$ cat config.mk
export PLATFORM = sky130hd
export DESIGN_NAME = dpram_port_arbiter
export DESIGN_NICKNAME = d
export VERILOG_FILES = /design/src/rtl/dpram_port_arbiter.sv
export SDC_FILE = /design/constraint.sdc
export NUM_CORES = 1
export LEC_CHECK = 0
export ABC_AREA = 0
export CAP_MARGIN = 20
export CORE_MARGIN = 4
export CORE_UTILIZATION = 40
export CTS_BUF_LIST = sky130_fd_sc_hd__clkbuf_16
export CTS_CLUSTER_SIZE = 24
export DETAILED_ROUTE_END_ITERATION = 6
export PLACE_DENSITY = 0.83
export SKIP_CTS_REPAIR_TIMING = 1
export SYNTH_ARGS = -nofsm -noshare
export SYNTH_HDL_FRONTEND = slang
export SYNTH_SLANG_ARGS = --single-unit
$ cat constraint.sdc
create_clock -name i_clock -period 3.2 [get_ports i_clock]
set_clock_uncertainty 0.05 [all_clocks]
set_input_delay 0.48 -clock i_clock [delete_from_list [all_inputs] [get_ports i_clock]]
set_output_delay 0.48 -clock i_clock [all_outputs]
set_load 0.01 [all_outputs]
$ cat src/rtl/dpram_port_arbiter.sv
// dpram_port_arbiter
//   Round-robin arbiter that shares one port of the dual-port block RAM between
//   NUM_REQ requesters. Each cycle, one granted access is registered onto the RAM port.
//   Read data returns to the issuing requester two cycles after its ack.
//
//   Optional feature: define DPRAM_ARB_CLEAR_EN to sweep CLEAR_VALUE into every RAM
//   word after reset. Arbitration starts once the sweep is complete.
//
// Ports
//   i_clock        single clock, also clocks the RAM port
//   i_reset        synchronous, active-high
//   i_req/i_we     per-requester request and write-enable (we qualified by req)
//   i_addr/i_wdata flattened operands, requester i at [i*W +: W]
//   o_ack          one-hot pulse, request accepted
//   o_rvalid       one-hot pulse, o_rdata holds that requester's read result
//   o_rdata        shared read data
//   o_busy         high while the clear sweep runs
//   o_ram_*        registered RAM port controls; i_ram_q is the RAM read data
module dpram_port_arbiter #(
    parameter int unsigned NUM_REQ     = 3,
    parameter int unsigned ADDRWIDTH   = 8,
    parameter int unsigned DATAWIDTH   = 8,
    parameter int unsigned CLEAR_VALUE = 0
) (
    input  logic                         i_clock,
    input  logic                         i_reset,
    input  logic [NUM_REQ-1:0]           i_req,
    input  logic [NUM_REQ-1:0]           i_we,
    input  logic [NUM_REQ*ADDRWIDTH-1:0] i_addr,
    input  logic [NUM_REQ*DATAWIDTH-1:0] i_wdata,
    output logic [NUM_REQ-1:0]           o_ack,
    output logic [NUM_REQ-1:0]           o_rvalid,
    output logic [DATAWIDTH-1:0]         o_rdata,
    output logic                         o_busy,
    output logic [ADDRWIDTH-1:0]         o_ram_address,
    output logic [DATAWIDTH-1:0]         o_ram_data,
    output logic                         o_ram_wren,
    input  logic [DATAWIDTH-1:0]         i_ram_q
);

    localparam int unsigned IDXW = (NUM_REQ > 1) ? $clog2(NUM_REQ) : 1;
    localparam logic [IDXW-1:0] LAST_RESET = IDXW'(NUM_REQ - 1);
    localparam logic [NUM_REQ-1:0] ONE_HOT0 = NUM_REQ'(1);

    logic [IDXW-1:0]      r_last;
    logic [NUM_REQ-1:0]   r_ack;
    logic [NUM_REQ-1:0]   r_rvalid;
    logic [DATAWIDTH-1:0] r_rdata;
    logic [ADDRWIDTH-1:0] r_ram_address;
    logic [DATAWIDTH-1:0] r_ram_data;
    logic                 r_ram_wren;

    // Read tags: stage 1 tracks the access on the RAM port, stage 2 the RAM output.
    logic                 r_tag1_vld;
    logic [IDXW-1:0]      r_tag1_idx;
    logic                 r_tag2_vld;
    logic [IDXW-1:0]      r_tag2_idx;

    logic                 w_grant;
    logic [IDXW-1:0]      w_winner;
    logic [IDXW-1:0]      w_scan;
    logic [ADDRWIDTH-1:0] w_sel_addr;
    logic [DATAWIDTH-1:0] w_sel_wdata;
    logic                 w_sel_we;
    logic                 w_clearing;
    logic [ADDRWIDTH-1:0] w_clr_addr;
    logic [DATAWIDTH-1:0] w_clr_data;

    assign w_clr_data = DATAWIDTH'(CLEAR_VALUE);

`ifdef DPRAM_ARB_CLEAR_EN
    typedef enum logic [0:0] {StClear, StRun} state_e;

    state_e               r_state;
    state_e               w_state_next;
    logic [ADDRWIDTH-1:0] r_clr_cnt;
    logic [ADDRWIDTH-1:0] w_clr_cnt_next;
    logic                 r_busy;
    logic                 w_busy_next;

    always_ff @(posedge i_clock) begin
        if (i_reset) begin
            r_state   <= StClear;
            r_clr_cnt <= '0;
            r_busy    <= 1'b1;
        end else begin
            r_state   <= w_state_next;
            r_clr_cnt <= w_clr_cnt_next;
            r_busy    <= w_busy_next;
        end
    end

    always_comb begin
        w_state_next   = r_state;
        w_clr_cnt_next = r_clr_cnt;
        w_busy_next    = r_busy;
        case (r_state)
            StClear: begin
                w_clr_cnt_next = r_clr_cnt + ADDRWIDTH'(1);
                // The edge that registers the last word ends the sweep.
                if (r_clr_cnt == {ADDRWIDTH{1'b1}}) begin
                    w_state_next = StRun;
                    w_busy_next  = 1'b0;
                end
            end
            default: ;
        endcase
    end

    assign w_clearing = (r_state == StClear);
    assign w_clr_addr = r_clr_cnt;
    assign o_busy     = r_busy;
`else
    assign w_clearing = 1'b0;
    assign w_clr_addr = '0;
    assign o_busy     = 1'b0;
`endif

    // Round-robin scan starting just after the last winner, wrapping to 0.
    always_comb begin
        w_grant  = 1'b0;
        w_winner = r_last;
        w_scan   = '0;
        for (int unsigned k = 1; k <= NUM_REQ; k++) begin
            w_scan = IDXW'((32'(r_last) + k) % NUM_REQ);
            if (!w_grant && i_req[w_scan]) begin
                w_grant  = 1'b1;
                w_winner = w_scan;
            end
        end
    end

    assign w_sel_addr  = i_addr[32'(w_winner)*ADDRWIDTH +: ADDRWIDTH];
    assign w_sel_wdata = i_wdata[32'(w_winner)*DATAWIDTH +: DATAWIDTH];
    assign w_sel_we    = i_we[w_winner];

    always_ff @(posedge i_clock) begin
        if (i_reset) begin
            r_last        <= LAST_RESET;
            r_ack         <= '0;
            r_rvalid      <= '0;
            r_rdata       <= '0;
            r_ram_address <= '0;
            r_ram_data    <= '0;
            r_ram_wren    <= 1'b0;
            r_tag1_vld    <= 1'b0;
            r_tag1_idx    <= '0;
            r_tag2_vld    <= 1'b0;
            r_tag2_idx    <= '0;
        end else begin
            r_tag2_vld <= r_tag1_vld;
            r_tag2_idx <= r_tag1_idx;
            r_rvalid   <= '0;
            if (r_tag2_vld) begin
                r_rvalid <= ONE_HOT0 << r_tag2_idx;
                r_rdata  <= i_ram_q;
            end

            if (w_clearing) begin
                // Requests stay pending at the inputs; nothing is acked during the sweep.
                r_ack         <= '0;
                r_ram_address <= w_clr_addr;
                r_ram_data    <= w_clr_data;
                r_ram_wren    <= 1'b1;
                r_tag1_vld    <= 1'b0;
            end else if (w_grant) begin
                r_ack         <= ONE_HOT0 << w_winner;
                r_ram_address <= w_sel_addr;
                r_ram_data    <= w_sel_wdata;
                r_ram_wren    <= w_sel_we;
                r_tag1_vld    <= ~w_sel_we;
                r_tag1_idx    <= w_winner;
                r_last        <= w_winner;
            end else begin
                r_ack      <= '0;
                r_ram_wren <= 1'b0;
                r_tag1_vld <= 1'b0;
            end
        end
    end

    assign o_ack         = r_ack;
    assign o_rvalid      = r_rvalid;
    assign o_rdata       = r_rdata;
    assign o_ram_address = r_ram_address;
    assign o_ram_data    = r_ram_data;
    assign o_ram_wren    = r_ram_wren;

endmodule

# Word-level counts from Yosys, hierarchy flattened
# Cells that the tools add are included.
# totals
reg_bits	39
out_inout_bits	32
# op_classes
n_addsub	3
n_div	3
magnitude_cmp	4
shifts	4
muxes	14
bitwise	3
reduce_logical	6
# op_table
operator	n
$mod 32x2->32 const B	3
$shiftx 24x6->8	2
$lt 2x3->1 const B	4
$bmux 1 s2	4
$mux 1	7
$add 2x2->3 const B	2
$mux 2	3
$shl 1x2->3 const A	2
$reduce_or 2->1	2
$add 2x1->3 const B	1
$not 1->1	3
$logic_and 1x1->1	2
$logic_not 1->1	2

# Longest topological paths before layout
# depth
word_depth	14
depth_mapped	12

# Worst setup path after synthesis
# No wires, ideal clock.
# synth_path
kind	register to register
start	register r_last[0]
end	register r_ram_data[5] (netlist: o_ram_data[5])
setup_ps	122
arrival_time_ps	2408
path_slack_ps	620
path_stages_with_launch	12
n_path_buf	3
path_cell_list	dfxtp_1 -> inv_1 -> ha_1 -> buf_6 -> mux2i_1 -> nor3b_2 -> or2_1 -> buf_6 -> a32oi_1 -> buf_4 -> mux2_1 -> a221o_1
# synth_via
elab_chain_cells	12
word_cells_on_any_way	23
cone_classes	add/sub: 3; div: 3; shift: 1; mux: 12; reduce/logical: 4
# synth_rtl
element	line	text
start: declaration	45	logic [IDXW-1:0] r_last;
start signal: assignment	173	r_last <= w_winner;
$add 2x1->3	125	w_scan = IDXW'((32'(r_last) + k) % NUM_REQ);
$mod 32x2->32	125	
$bmux 1 s2	126	if (!w_grant && i_req[w_scan]) begin
$mux 1 (implied by the code)	126	
$mux 1	126	
$logic_not 1->1	126	
$logic_and 1x1->1	126	
$mux 1	126	
$logic_not 1->1	126	
$logic_and 1x1->1	126	
$mux 2	126	
$shiftx 24x6->8	134	assign w_sel_wdata = i_wdata[32'(w_winner)*DATAWIDTH +: DATAWIDTH];
end signal: assignment	163	r_ram_data <= w_clr_data;
end signal: assignment	169	r_ram_data <= w_sel_wdata;
end: declaration	50	logic [DATAWIDTH-1:0] r_ram_data;
# Several ways; a longest one is shown, not always the timed one. The select of a mux whose other input is x is not followed.
# A chain may end at the register's enable or synchronous reset.

# Worst setup path after layout
# Same ends and word-level chain as after synthesis.

==> qor.yml <==
outcome:
  status: "complete, no violations"
place:
  place_congestion: 0.7994
  dp.cells: 315
  hpwl_um: 3686
  port_buffers: 94
  dpl_cell_area_sq_um: 2846
  pre_cts_ws_ns: 0.2343
finish:
  final_core_util: 0.6795
  antenna-diode-count: 0
  nets: 338
  drive_gt1_frac: 0.07749
  nFillCells: 372
  fin_area_sq_um: 3040
  area_growth_pct: 60.71
  multi_input_area_sq_um: 1030
  seq_area_sq_um: 760.7
  final_cells: 323
detailed_routing:
  drtPass1Iterations: 4
  viasPerCell: 5.303
  routedWlPerCell_um: 15.72
  drtAntennaViolNets: 0
  via_count: 1713
  first_iter_violations: 88
  finalWirelength_um: 5079
  drc: 0
power:
  p_seq_frac: 0.246
  power.density_nw_per_um2: 930.9
  power.leakage_nw: 1.186
  p_sw_frac: 0.3438
  p_total_mw: 2.830
  p_comb_frac: 0.528
  p_int_mw: 1.857
  p_clk_frac: 0.226
  p_sw_mw: 0.9732
  ir_drop_mv: 0.4561
timing:
  tightest_slew_ns: 0.7620
  layout_setup_ws_ns: 0.3248
  setup_viol: 0
  slew_headroom: 0.4903
  final-hold-violation-count: 0
  fmax_mhz: 347.8
  slew_violations: 0
  hold_slack_ns: 0.3982
  setup_tns_ns: 0
  layout_min_cycle_time_ns: 2.875
  rsz0062_at_grt: "false"
  finalCritPeriodShare: 0.8985
critical_path:
  required_ns: 3.31
  path_class: "reg2reg"
  cpLargestDelayFamily: "compound AO/OA/AOI/OAI gates"
  worstSetupEndpointType: "flip-flop"
  timing.critical_path.buf_inv: 2
  worst-endpoint-arrival_ns: 2.99
  cp_cell_sequence: "inv_1, ha_1, mux2i_1, nor3b_2, or2_1, a32oi_2, buf_12, mux2_1, a221o_1"
  cp-start-kind: "flip-flop"
  slowest_stage: "dfxtp_1"
  slowest_delay_ns: 0.42
  ff2ff_setup_slack_ns: 0.32
  cp_max_fo: 20
floorplanning:
  initial_core_util: 0.4228
  fp.coreArea_sq_um: 4474
  die_w_um: 76.77
  die_h_um: 76.77
  placementRows: 24
  dieArea_sq_um: 5894
  ios: 96
clocking:
  cts_tree: "built"
  clk_pin_slew_ns: 0.06
  insertion_delay_ns: 0.28
  cts_sinks: 38
  clockRootBuffer: "clkbuf_16"
  cts_buffers: 5
  clock_path_buffers: 2
  htreeDepth: 2
global_routing:
  grt_pass1_vias: 1723
  grt_max_degree: 21
  antenna_found_initial: 0
  grt_pass1_wl_um: 8031
  track_usage: 0.1680
  grt_overflow_total: 0
synthesis:
  netlist_instances: 179
  ys_seq_area_frac: 0.4021
  ys_seq_elements: 38
  synth.avg_cell_area_sq_um: 10.57
  ys_types: 46
  netlist_area_sq_um: 1892
  yosys_warnings: 0
  syn_nets: 247
run:
  maxCapViolations: 0
min_path:
  hp-class: "reg2reg"
-- synthesized netlist by cell type, drive strengths merged --
cell type | n | area, sq um
or2 | 1 | 6.260
o211a | 1 | 10.01
nand2 | 5 | 18.77
mux2 | 18 | 206.4
buf | 11 | 86.32
o21a | 2 | 16.27
o22a | 1 | 8.760
nor4b | 1 | 8.760
nand3b | 2 | 15.01
and2b | 1 | 7.510
clkbuf | 2 | 7.510
nor2b | 3 | 18.77
o311ai | 1 | 8.760
o22ai | 2 | 18.77
and2 | 19 | 118.9
conb | 1 | 3.750
or3 | 1 | 6.260
mux2i | 12 | 120.1
nand2b | 2 | 12.51
and3 | 1 | 6.260
o21ai | 3 | 15.01
o211ai | 2 | 15.01
a21oi | 1 | 5.000
a32oi | 2 | 17.52
ha | 4 | 50.05
a21bo | 1 | 10.01
a311o | 1 | 10.01
nor2 | 12 | 45.04
inv | 4 | 15.01
nor3 | 2 | 21.27
a32o | 1 | 10.01
a221o | 16 | 160.2
o2bb2ai | 1 | 8.760
dfxtp | 38 | 760.7
nor3b | 1 | 12.51
nor4bb | 3 | 30.03
-- layout by cell type, fill, tap and decap left out, drive strengths merged, types with 2 or more instances in the layout --
cell type	Yosys	layout
ha	4	4
a221o	16	16
o22ai	2	2
nor3	2	2
and2	19	19
clkdlybuf4s50	0	94
nor2b	3	3
nand2b	2	2
clkbuf	2	5
dfxtp	38	38
nor4bb	3	3
a32oi	2	2
buf	11	3
o21ai	3	3
nor2	12	12
o211ai	2	2
mux2i	12	12
bufinv	0	2
mux2	18	18
o21a	2	2
nand3b	2	2
inv	4	4
nand2	5	5
-- worst register-to-register path: stages, from the launching register on --
cell     delay, ns
dfxtp_1       0.42
inv_1         0.11
ha_1          0.34
mux2i_1       0.20
nor3b_2       0.18
or2_1         0.31
a32oi_2       0.30
buf_12        0.20
mux2_1        0.33
a221o_1       0.33
-- power groups by stage --
stage	Combinational (mW)	Clock [mW]	Sequential, mW
floorplan	1.00	0	0.737
global placement	1.46	0	0.700
detailed placement	1.49	0	0.704
CTS	1.51	0.650	0.697
global route	1.63	0.673	0.713
finish	1.49	0.640	0.697
-- flip-flops by register name (all words and copies together) (netlist names) --
name,count
o_ram_wren,1
o_rdata,8
r_tag2_idx,2
o_ram_data,8
r_tag1_vld,1
r_tag1_idx,1
o_rvalid,3
r_tag2_vld,1
r_last,2
o_ack,3
o_ram_address,8
-- per-layer routing --
metal	share of wire	vias up	track usage
li1	-	836	-
met5	0	-	0
met4	0.0024	0	0.04167
met1	0.39	793	0.1770
met3	0.093	2	0.07611
met2	0.51	82	0.3023
-- path summary, 6_finish.rpt --
| path | end | cells after the start | startpoint |
|---|---|---|---|
| max | o_ram_data[5] | 9 | r_last[0] |
| min | r_tag2_vld | 1 | r_tag1_vld |
| max reg2reg | o_ram_data[5] | 9 | r_last[0] |
| min reg2reg | r_tag2_vld | 1 | r_tag1_vld |
-- cell families (layout without fill, tap and decap cells) --
family	Yosys count	in the layout	synth area share
AND/OR/NAND/NOR	54	54	0.1733
AO/OA/AOI/OAI	35	35	0.1660
other	1	1	0.001982
multiplexers	30	30	0.1726
flip-flops	38	38	0.4021
adder cells (fa/ha/maj)	4	4	0.02646
buffers and inverters	17	109	0.05753
-- layout make-up --
| class | instances | area share |
|---|---|---|
| Tap cell | 52 | 0.02140 |
| Clock buffer | 5 | 0.04115 |
| Clock inverter | 3 | 0.02263 |
| Timing Repair Buffer | 97 | 0.3210 |
| Inverter | 4 | 0.004938 |
| Sequential cell | 38 | 0.2502 |
| Multi-Input combinational cell | 124 | 0.3387 |
(Power assumes the default switching activity.)
